[config.mk]
export PLATFORM = sky130hd
export DESIGN_NAME = spin_judge
export DESIGN_NICKNAME = d
export VERILOG_FILES = /design/src/rtl/spin_judge.sv
export SDC_FILE = /design/constraint.sdc
export NUM_CORES = 1
export LEC_CHECK = 0
export ABC_CLOCK_PERIOD_IN_PS = 8200
export BUFFER_PORTS_ARGS = -buffer_cell sky130_fd_sc_hd__buf_2
export CORE_ASPECT_RATIO = 1.4
export CORE_UTILIZATION = 42
export DETAILED_ROUTE_END_ITERATION = 8
export SYNTH_ARGS = -nofsm -noshare
export SYNTH_HDL_FRONTEND = slang
export SYNTH_SLANG_ARGS = --single-unit
[constraint.sdc]
create_clock -name clk -period 8.2 [get_ports clk]
set_input_delay 1.64 -clock clk [delete_from_list [all_inputs] [get_ports clk]]
set_output_delay 1.64 -clock clk [all_outputs]
set_load 0.05 [all_outputs]
[src/rtl/spin_judge.sv]
// spin_judge: three-reel slot judge. Tracks reel motion, evaluates the payline and keeps the credit balance.
// Optional feature: define JACKPOT_STREAK_EN to pay TRIPLE_PAY*4 and raise jackpot on a symbol-3 triple.
module spin_judge #(
  parameter logic [7:0] CREDIT_INIT    = 8'd20,
  parameter logic [7:0] SPIN_COST      = 8'd1,
  parameter logic [7:0] PAIR_PAY       = 8'd2,
  parameter logic [7:0] TRIPLE_PAY     = 8'd10,
  parameter logic [7:0] PAYLINE_OFFSET = 8'd30,
  parameter logic [3:0] SETTLE_CYCLES  = 4'd4,
  parameter logic [4:0] MOVE_TIMEOUT   = 5'd16
) (
  input  logic       clk,
  input  logic       rst,
  input  logic       start,
  input  logic [9:0] a_v_count,
  input  logic [9:0] b_v_count,
  input  logic [9:0] c_v_count,
  input  logic [2:0] reel_moving,
  output logic       spin_accept,
  output logic       busy,
  output logic       result_valid,
  output logic [1:0] symbol_a,
  output logic [1:0] symbol_b,
  output logic [1:0] symbol_c,
  output logic [1:0] win_code,
  output logic [7:0] credits,
  output logic       jackpot
);

  typedef enum logic [2:0] {IDLE, WAIT_MOVE, SPIN, SETTLE, EVAL} state_t;

  state_t     state, state_nxt;
  logic [3:0] settle_cnt;
  logic [4:0] move_cnt;
  logic       do_accept, do_refund, do_eval;
  logic [1:0] sym_a_ev, sym_b_ev, sym_c_ev, win_ev;
  logic [7:0] payout;

  // Row on the payline folded into 0..239, then split into four 60-row bands.
  function automatic logic [1:0] reel_symbol(input logic [9:0] v_count);
    logic [8:0] v_adj;
    logic [8:0] row;
    v_adj = (v_count >= 10'd240) ? 9'(v_count - 10'd240) : v_count[8:0];
    row   = v_adj + {1'b0, PAYLINE_OFFSET};
    if (row >= 9'd480)      row = row - 9'd480;
    else if (row >= 9'd240) row = row - 9'd240;
    if (row < 9'd60)       return 2'd0;
    else if (row < 9'd120) return 2'd1;
    else if (row < 9'd180) return 2'd2;
    else                   return 2'd3;
  endfunction

  function automatic logic [7:0] sat_add(input logic [7:0] a, input logic [7:0] b);
    logic [8:0] sum;
    sum = {1'b0, a} + {1'b0, b};
    return sum[8] ? 8'hFF : sum[7:0];
  endfunction

  always_comb begin
    state_nxt = state;
    do_accept = 1'b0;
    do_refund = 1'b0;
    do_eval   = 1'b0;
    case (state)
      IDLE: if (start && (credits >= SPIN_COST)) begin
        state_nxt = WAIT_MOVE;
        do_accept = 1'b1;
      end
      WAIT_MOVE: begin
        if (reel_moving != 3'b000) state_nxt = SPIN;
        else if (move_cnt >= MOVE_TIMEOUT - 5'd1) begin
          state_nxt = IDLE;
          do_refund = 1'b1;
        end
      end
      SPIN: if (reel_moving == 3'b000) state_nxt = SETTLE;
      // The stop cycle seen in SPIN counts toward the settle window.
      SETTLE: begin
        if (reel_moving != 3'b000) state_nxt = SPIN;
        else if (settle_cnt + 4'd1 >= SETTLE_CYCLES - 4'd1) state_nxt = EVAL;
      end
      EVAL: begin
        state_nxt = IDLE;
        do_eval   = 1'b1;
      end
      default: state_nxt = IDLE;
    endcase
  end

`ifdef JACKPOT_STREAK_EN
  logic       jackpot_hit;
  logic [9:0] jackpot_pay;
  assign jackpot_pay = {TRIPLE_PAY, 2'b00};
`endif

  always_comb begin
    sym_a_ev = reel_symbol(a_v_count);
    sym_b_ev = reel_symbol(b_v_count);
    sym_c_ev = reel_symbol(c_v_count);
    win_ev   = 2'd0;
    if ((sym_a_ev == sym_b_ev) && (sym_b_ev == sym_c_ev)) win_ev = 2'd2;
    else if ((sym_a_ev == sym_b_ev) || (sym_b_ev == sym_c_ev) || (sym_a_ev == sym_c_ev)) win_ev = 2'd1;
    case (win_ev)
      2'd2:    payout = TRIPLE_PAY;
      2'd1:    payout = PAIR_PAY;
      default: payout = 8'd0;
    endcase
`ifdef JACKPOT_STREAK_EN
    jackpot_hit = (win_ev == 2'd2) && (sym_a_ev == 2'd3);
    if (jackpot_hit) payout = (|jackpot_pay[9:8]) ? 8'hFF : jackpot_pay[7:0];
`endif
  end

  always_ff @(posedge clk) begin
    if (rst) begin
      state        <= IDLE;
      settle_cnt   <= 4'd0;
      move_cnt     <= 5'd0;
      spin_accept  <= 1'b0;
      result_valid <= 1'b0;
      credits      <= CREDIT_INIT;
      win_code     <= 2'd0;
      symbol_a     <= 2'd0;
      symbol_b     <= 2'd0;
      symbol_c     <= 2'd0;
    end else begin
      state        <= state_nxt;
      spin_accept  <= do_accept;
      result_valid <= do_eval;
      move_cnt     <= (state == WAIT_MOVE && reel_moving == 3'b000) ? move_cnt + 5'd1 : 5'd0;
      settle_cnt   <= (state == SETTLE && reel_moving == 3'b000) ? settle_cnt + 4'd1 : 4'd0;
      if (do_accept)      credits <= credits - SPIN_COST;
      else if (do_refund) credits <= sat_add(credits, SPIN_COST);
      else if (do_eval)   credits <= sat_add(credits, payout);
      if (do_accept)    win_code <= 2'd0;
      else if (do_eval) win_code <= win_ev;
      if (do_eval) begin
        symbol_a <= sym_a_ev;
        symbol_b <= sym_b_ev;
        symbol_c <= sym_c_ev;
      end
    end
  end

`ifdef JACKPOT_STREAK_EN
  always_ff @(posedge clk) begin
    if (rst)            jackpot <= 1'b0;
    else if (do_accept) jackpot <= 1'b0;
    else if (do_eval)   jackpot <= jackpot_hit;
  end
`else
  assign jackpot = 1'b0;
`endif

  assign busy = (state != IDLE);

endmodule

Yosys cells after proc, flatten, opt, wreduce, memory -nomap -nowiden
Index checks and enable logic that the tools add are counted.
Widths: inputs -> output; s select.

cells by class
  add/sub/neg operators = 17
  multipliers = 0
  divide/modulo/power cells = 0
  order comparisons = 21
  equality and inequality tests = 13
  shift operators = 0
  mux-type cells = 39
  bitwise operators = 2
  reduce and logical (&&, ||, !) cells = 15

operators by type and width
  kind                 count
  $mux 9               9
  $sub 9x8->9 const B  6
  $mux 8               5
  $ge 10x8->1 const B  3
  $add 9x5->9 const B  3
  $ge 9x8->1 const B   3
  $ge 9x9->1 const B   3
  $lt 9x6->1 const B   3
  $lt 9x7->1 const B   3
  $lt 9x8->1 const B   3
  $sub 9x9->9 const B  3
  $mux 3               6
  $mux 2               7
  $pmux 3 s4           1
  $mux 1               10
  $add 8x1->9 const B  1
  $add 8x8->9          1
  $reduce_bool 3->1    3
  $ge 8x1->1 const B   1
  $pmux 4 s2           1
  $sub 8x1->8 const B  1
  $eq 2x2->1           3
  $eq 3x2->1 const B   2
  $logic_not 3->1      2
  15 further kinds     24

word-level totals
  flip-flop bits (word level) = 30
  latch bits = 0
  bits in writable memories = 0
  memory bits (read-only) = 0
  input bits = 36
  output and inout bits = 20
  logic and storage cells = 117
  memories = 0

Logic depth before layout (Yosys ltp)
  depth after elaboration = 22
  gate-level depth with buffers = 27
  depth with buffers taken out = 27

Worst setup path before layout
Ideal clock, no wire load.

  path kind = input to register
  from = input port c_v_count[4]
  to = register credits[5]
  setup time = 0.128 ns
  data arrival time = 6.331 ns
  required time = 8.072 ns
  path slack = 1.742 ns
  stages on the path = 24
  path buffers = 0
  cells stage by stage = ha_1 -> a311o_1 -> mux4_2 -> nand2_1 -> ha_1 -> nand4_1 -> nor4_1 -> a211o_1 -> o21ai_0 -> or3_1 -> o221ai_1 -> a21oi_1 -> o221a_2 -> xor2_1 -> a221oi_1 -> inv_1 -> ha_1 -> ha_1 -> and2_1 -> o21ai_0 -> a22o_1 -> mux2i_1 -> a221oi_1 -> nor2_1

on the way
  word-level cells in the longest chain between the ends = 22
  elaborated cells between the ends (all ways) = 31
  those cells by class = add/sub: 5; order compare: 6; eq/ne: 4; mux: 13; reduce/logical: 3

RTL lines
  element                                            RTL line  text
  start, declared                                    17        input logic [9:0] c_v_count,
  $sub 9x8->9 / $ge 10x8->1 (equally long branches)  43        v_adj = (v_count >= 10'd240) ? 9'(v_count - 10'd240) : v_count[8:0];
  $mux 9 (*)                                         43
  $add 9x5->9 (*)                                    44        row = v_adj + {1'b0, PAYLINE_OFFSET};
  $sub 9x8->9 / $ge 9x8->1 (equally long branches)   46        else if (row >= 9'd240) row = row - 9'd240;
  $mux 9                                             46
  $mux 9 (*)                                         45        if (row >= 9'd480) row = row - 9'd480;
  $lt 9x8->1                                         49        else if (row < 9'd180) return 2'd2;
  $mux 1                                             49
  [6 not listed]                                     -
  $mux 2 (*)                                         101       if ((sym_a_ev == sym_b_ev) && (sym_b_ev == sym_c_ev)) win_ev = 2'd2;
  $eq 2x1->1 / $eq 2x2->1 (equally long branches)    103       case (win_ev)
  $pmux 4 s2 (*)                                     103
  $add 8x8->9 (*)                                    55        sum = {1'b0, a} + {1'b0, b};
  $mux 8 (*)                                         56        return sum[8] ? 8'hFF : sum[7:0];
  $mux 8 (*)                                         134       else if (do_eval) credits <= sat_add(credits, payout);
  $mux 8 (*)                                         133       else if (do_refund) credits <= sat_add(credits, SPIN_COST);
  $mux 8 (*)                                         132       if (do_accept) credits <= credits - SPIN_COST;
  end signal, assigned                               132
  end signal, assigned                               133
  end signal, assigned                               134
  end, declared                                      26        output logic [7:0] credits,

Mark *: on every way between the ends. The rest lies on a longest branch, timed or not. The select of a mux whose other input is x is not followed.
A chain may end at the register's enable or synchronous reset.

Worst setup path in the final report
  from = input port a_v_count[4]
  to = register credits[7]

on the way
  word-level cells in the longest chain between the ends = 22
  elaborated cells between the ends (all ways) = 31
  those cells by class = add/sub: 5; order compare: 6; eq/ne: 4; mux: 13; reduce/logical: 3

RTL lines
  element                                            RTL line  text
  start, declared                                    15        input logic [9:0] a_v_count,
  $sub 9x8->9 / $ge 10x8->1 (equally long branches)  43
  $mux 9 (*)                                         43
  $add 9x5->9 (*)                                    44
  $sub 9x8->9 / $ge 9x8->1 (equally long branches)   46
  $mux 9                                             46
  $mux 9 (*)                                         45
  $lt 9x8->1                                         49
  $mux 1                                             49
  [6 not listed]                                     -
  $mux 2 (*)                                         101
  $eq 2x1->1 / $eq 2x2->1 (equally long branches)    103
  $pmux 4 s2 (*)                                     103
  $add 8x8->9 (*)                                    55
  $mux 8 (*)                                         56
  $mux 8 (*)                                         134
  $mux 8 (*)                                         133
  $mux 8 (*)                                         132

Marks and branches as above.

==> flow_summary_export.csv <==
group,metric,value,unit
timing,worst_slew_pin_slew,799,ps
pwr,p_seq_frac,0.217,
grt,grt_util_met1,0.245,
floorplan,rows,40,
timing,slew_viol_final,0,
grt,grt_pass1_vias,3600,
timing,fmax,140,MHz
grt,grt_max_degree,21,
floorplan,die_h,115,microns
synthesis,synthFlopType,"dfxtp_1",
clocking,cts.clk_slew.worst_paths,50,ps
grt,grt_pass1_wl,15700,microns
floorplan,io_pins,56,
pwr,power_frac_clock,0.319,
floorplan,fp.dieW,82.5,microns
min_path,min-delay-path-class,"reg -> reg",
final_layout,fillers,893,
timing,period_needed,7130,ps
grt,antenna_found_initial,0,
timing,rsz0062_at_grt,"no",
route,wl_per_cell,14.1,microns
clocking,cts-root-buf,"clkbuf_16",
synthesis,synth_fp_nets,578,
pwr,sw_frac_of_total,0.387,
grt,met3_usage,0.0271,
grt,busiest_layer,"met2",
setup_path,critPathRequiredTime,8390,ps
setup_path,crit_type,"in -> reg",
route,drtPass1Iterations,4,
clocking,worstSkewPairLatency,270,ps
timing,fin_hold_ws,481,ps
route,drt-vias-per-instance,5.94,
floorplan,coreArea,8710,sq um
synthesis,syn_area_per_cell,7.36,sq um
synthesis,async_reset_ff_frac,0,
synthesis,synth.distinct_cells,88,
setup_path,cp_max_fo,6,
timing,setup_violations,0,
grt,use_met2,0.365,
synthesis,yosysSeqAreaShare,0.158,
pwr,p_leak,1.74,nW
timing,timing.setup.tns,0,ps
synthesis,synth_area,3810,sq um
setup_path,cp-start-kind,"input port",
route,ant_nets,0,
setup_path,cp.arrival,7320,ps
pwr,p_switching,0.000299,W
grt,grt-ovfl-total,0,
timing,clock_skew,2.32,ps
synthesis,netlist_instances,517,
timing,final-hold-violation-count,0,
placement,portBuffers,54,
final_layout,n_antenna_cell,0,
route,vias,3958,
placement,dp.final_hpwl,7280,microns
final_layout,area_growth,13.6,%
pwr,power_frac_comb,0.464,
route,drt_drc_violations_left,0,
synthesis,yosys_warnings,0,
clocking,htreeDepth,2,
synthesis,synth-seq-cells,30,
grt,grt_usage,0.204,
placement,gp_congestion,0.856,
timing,min_period_over_period,0.869,
final_layout,layout-drive-gt1-share,0.175,
status,status,"finished, final reports clean",
floorplan,die_area,9450,sq um
pwr,vdd_drop_max,0.000172,V
clocking,post_cts_buffers,0,
clocking,cts_resized,0,
route,routed_wl,9390,microns
timing,slew_headroom,0.466,
clocking,cts_hold_buf,0,
clocking,cts_buffers,5,
clocking,cts_tree,"built",
setup_path,worstSetupEndpointType,"register",
pwr,p_per_area,179,nW/um^2
route,drt-initial-drc-count,137,
pwr,cell_internal_pwr,0.000475,W
job,maxCapViolCount,0,
clocking,cts.path.max_buffers,2,
floorplan,start_util,0.437,
clocking,clock-sinks,30,
synthesis,synth_edf_count,0,
final_layout,nNetsFinal,621,
[routing by layer]
| metal | part of all wire | wire length [microns] |
|---|---|---|
| met1 | 0.44 | 4160 |
| met2 | 0.50 | 4730 |
| met3 | 0.037 | 343 |
| met4 | 0.017 | 156 |
| met5 | 0 | 0 |
[worst max-delay path, cell delays in order]
cell,delay [ps]
buf_2,140
ha_1,280
a311oi_4,430
xor2_2,310
o2111ai_1,250
nand3_1,260
inv_1,110
ha_1,280
a41oi_1,290
a211oi_1,100
and3_1,230
or3_4,380
a311oi_2,470
xnor2_1,180
inv_1,70
a221oi_1,370
inv_1,100
ha_1,220
ha_1,200
and2_1,170
o21ai_0,220
o22ai_1,150
a21oi_1,150
o21ai_0,130
a31oi_1,220
[metrics by stage]
step           setup WS [ps]   util  area (sq um)  instances  total power [W]
6_report                1070  0.497          4330        666         0.000774
4_1_cts                 1100  0.497          4330        666         0.000776
2_1_floorplan           1740      -          3810        517         0.000449
3_5_place_dp             823  0.474          4130        658         0.000525
5_1_grt                  636  0.497          4330        666         0.000826
3_3_place_gp             884  0.474          4130        658         0.000518
[path summary, 6_finish.rpt]
kind	from	end	slack, ps	cells after the start
setup / recovery	a_v_count[4]	credits[7]	1070	25
hold / removal	settle_cnt[0]	settle_cnt[0]	480	1
setup reg to reg	credits[0]	credits[6]	4840	10
hold reg to reg	settle_cnt[0]	settle_cnt[0]	480	1
[power by group through the flow]
stage | clock network [W] | logic [W] | registers (W)
2_1_floorplan | 0 | 0.000270 | 0.000179
3_3_place_gp | 0 | 0.000347 | 0.000170
6_report | 0.000247 | 0.000359 | 0.000168
3_5_place_dp | 0 | 0.000355 | 0.000171
5_1_grt | 0.000255 | 0.000402 | 0.000170
4_1_cts | 0.000251 | 0.000358 | 0.000168
[placed cells by master, fill, tap and decap left out, drive strengths merged, types with 8 or more instances in the layout]
master / Yosys / final
a21oi: 24 / 24
nor2: 61 / 61
buf: 3 / 54
xor2: 10 / 10
dfxtp: 30 / 30
a211oi: 10 / 10
nand2: 47 / 47
o31ai: 10 / 10
or3: 8 / 8
ha: 25 / 25
nand3: 21 / 21
mux2i: 9 / 9
nand4: 8 / 8
o21ai: 23 / 23
inv: 24 / 24
nor3: 28 / 28
xnor2: 21 / 21
nand2b: 9 / 9
[state kept, by name (all words and copies together) (netlist names)]
name and flops:
result_valid 1, win_code 2, symbol_a 2, spin_accept 1, symbol_b 2, symbol_c 2
settle_cnt 4, credits 8, state 3, move_cnt 5
[cell families (layout without fill, tap and decap cells)]
group,Yosys count,in the layout,share of synthesized area
compound gates,142,142,0.285
mux,15,15,0.0454
other cells,1,1,0.000985
buf+inv,42,86,0.0450
simple gates,231,231,0.304
flops,30,30,0.158
fa+ha+maj,25,25,0.0822
xor+xnor,31,31,0.0802
[synthesized netlist by cell type (14+ instances only)]
master	number	share of area
a21oi_1	23	0.030
clkbuf_1	14	0.014
dfxtp_1	30	0.16
ha_1	25	0.082
inv_1	24	0.024
nand2_1	47	0.046
nand3_1	21	0.028
nor2_1	61	0.060
nor3_1	27	0.036
o21ai_0	21	0.028
xnor2_1	20	0.046
[layout make-up]
cell class / count / area, sq um / share of cell area
inverters: 24 / 90.1 / 0.0208
clock buffers: 6 / 139 / 0.0321
clock inverters: 2 / 60.1 / 0.0139
repair buffers: 54 / 270 / 0.0625
flip-flops and latches: 30 / 601 / 0.139
multi-input cells: 445 / 3030 / 0.701
well taps: 105 / 131 / 0.0304
Power figures use the tool's default switching activity.
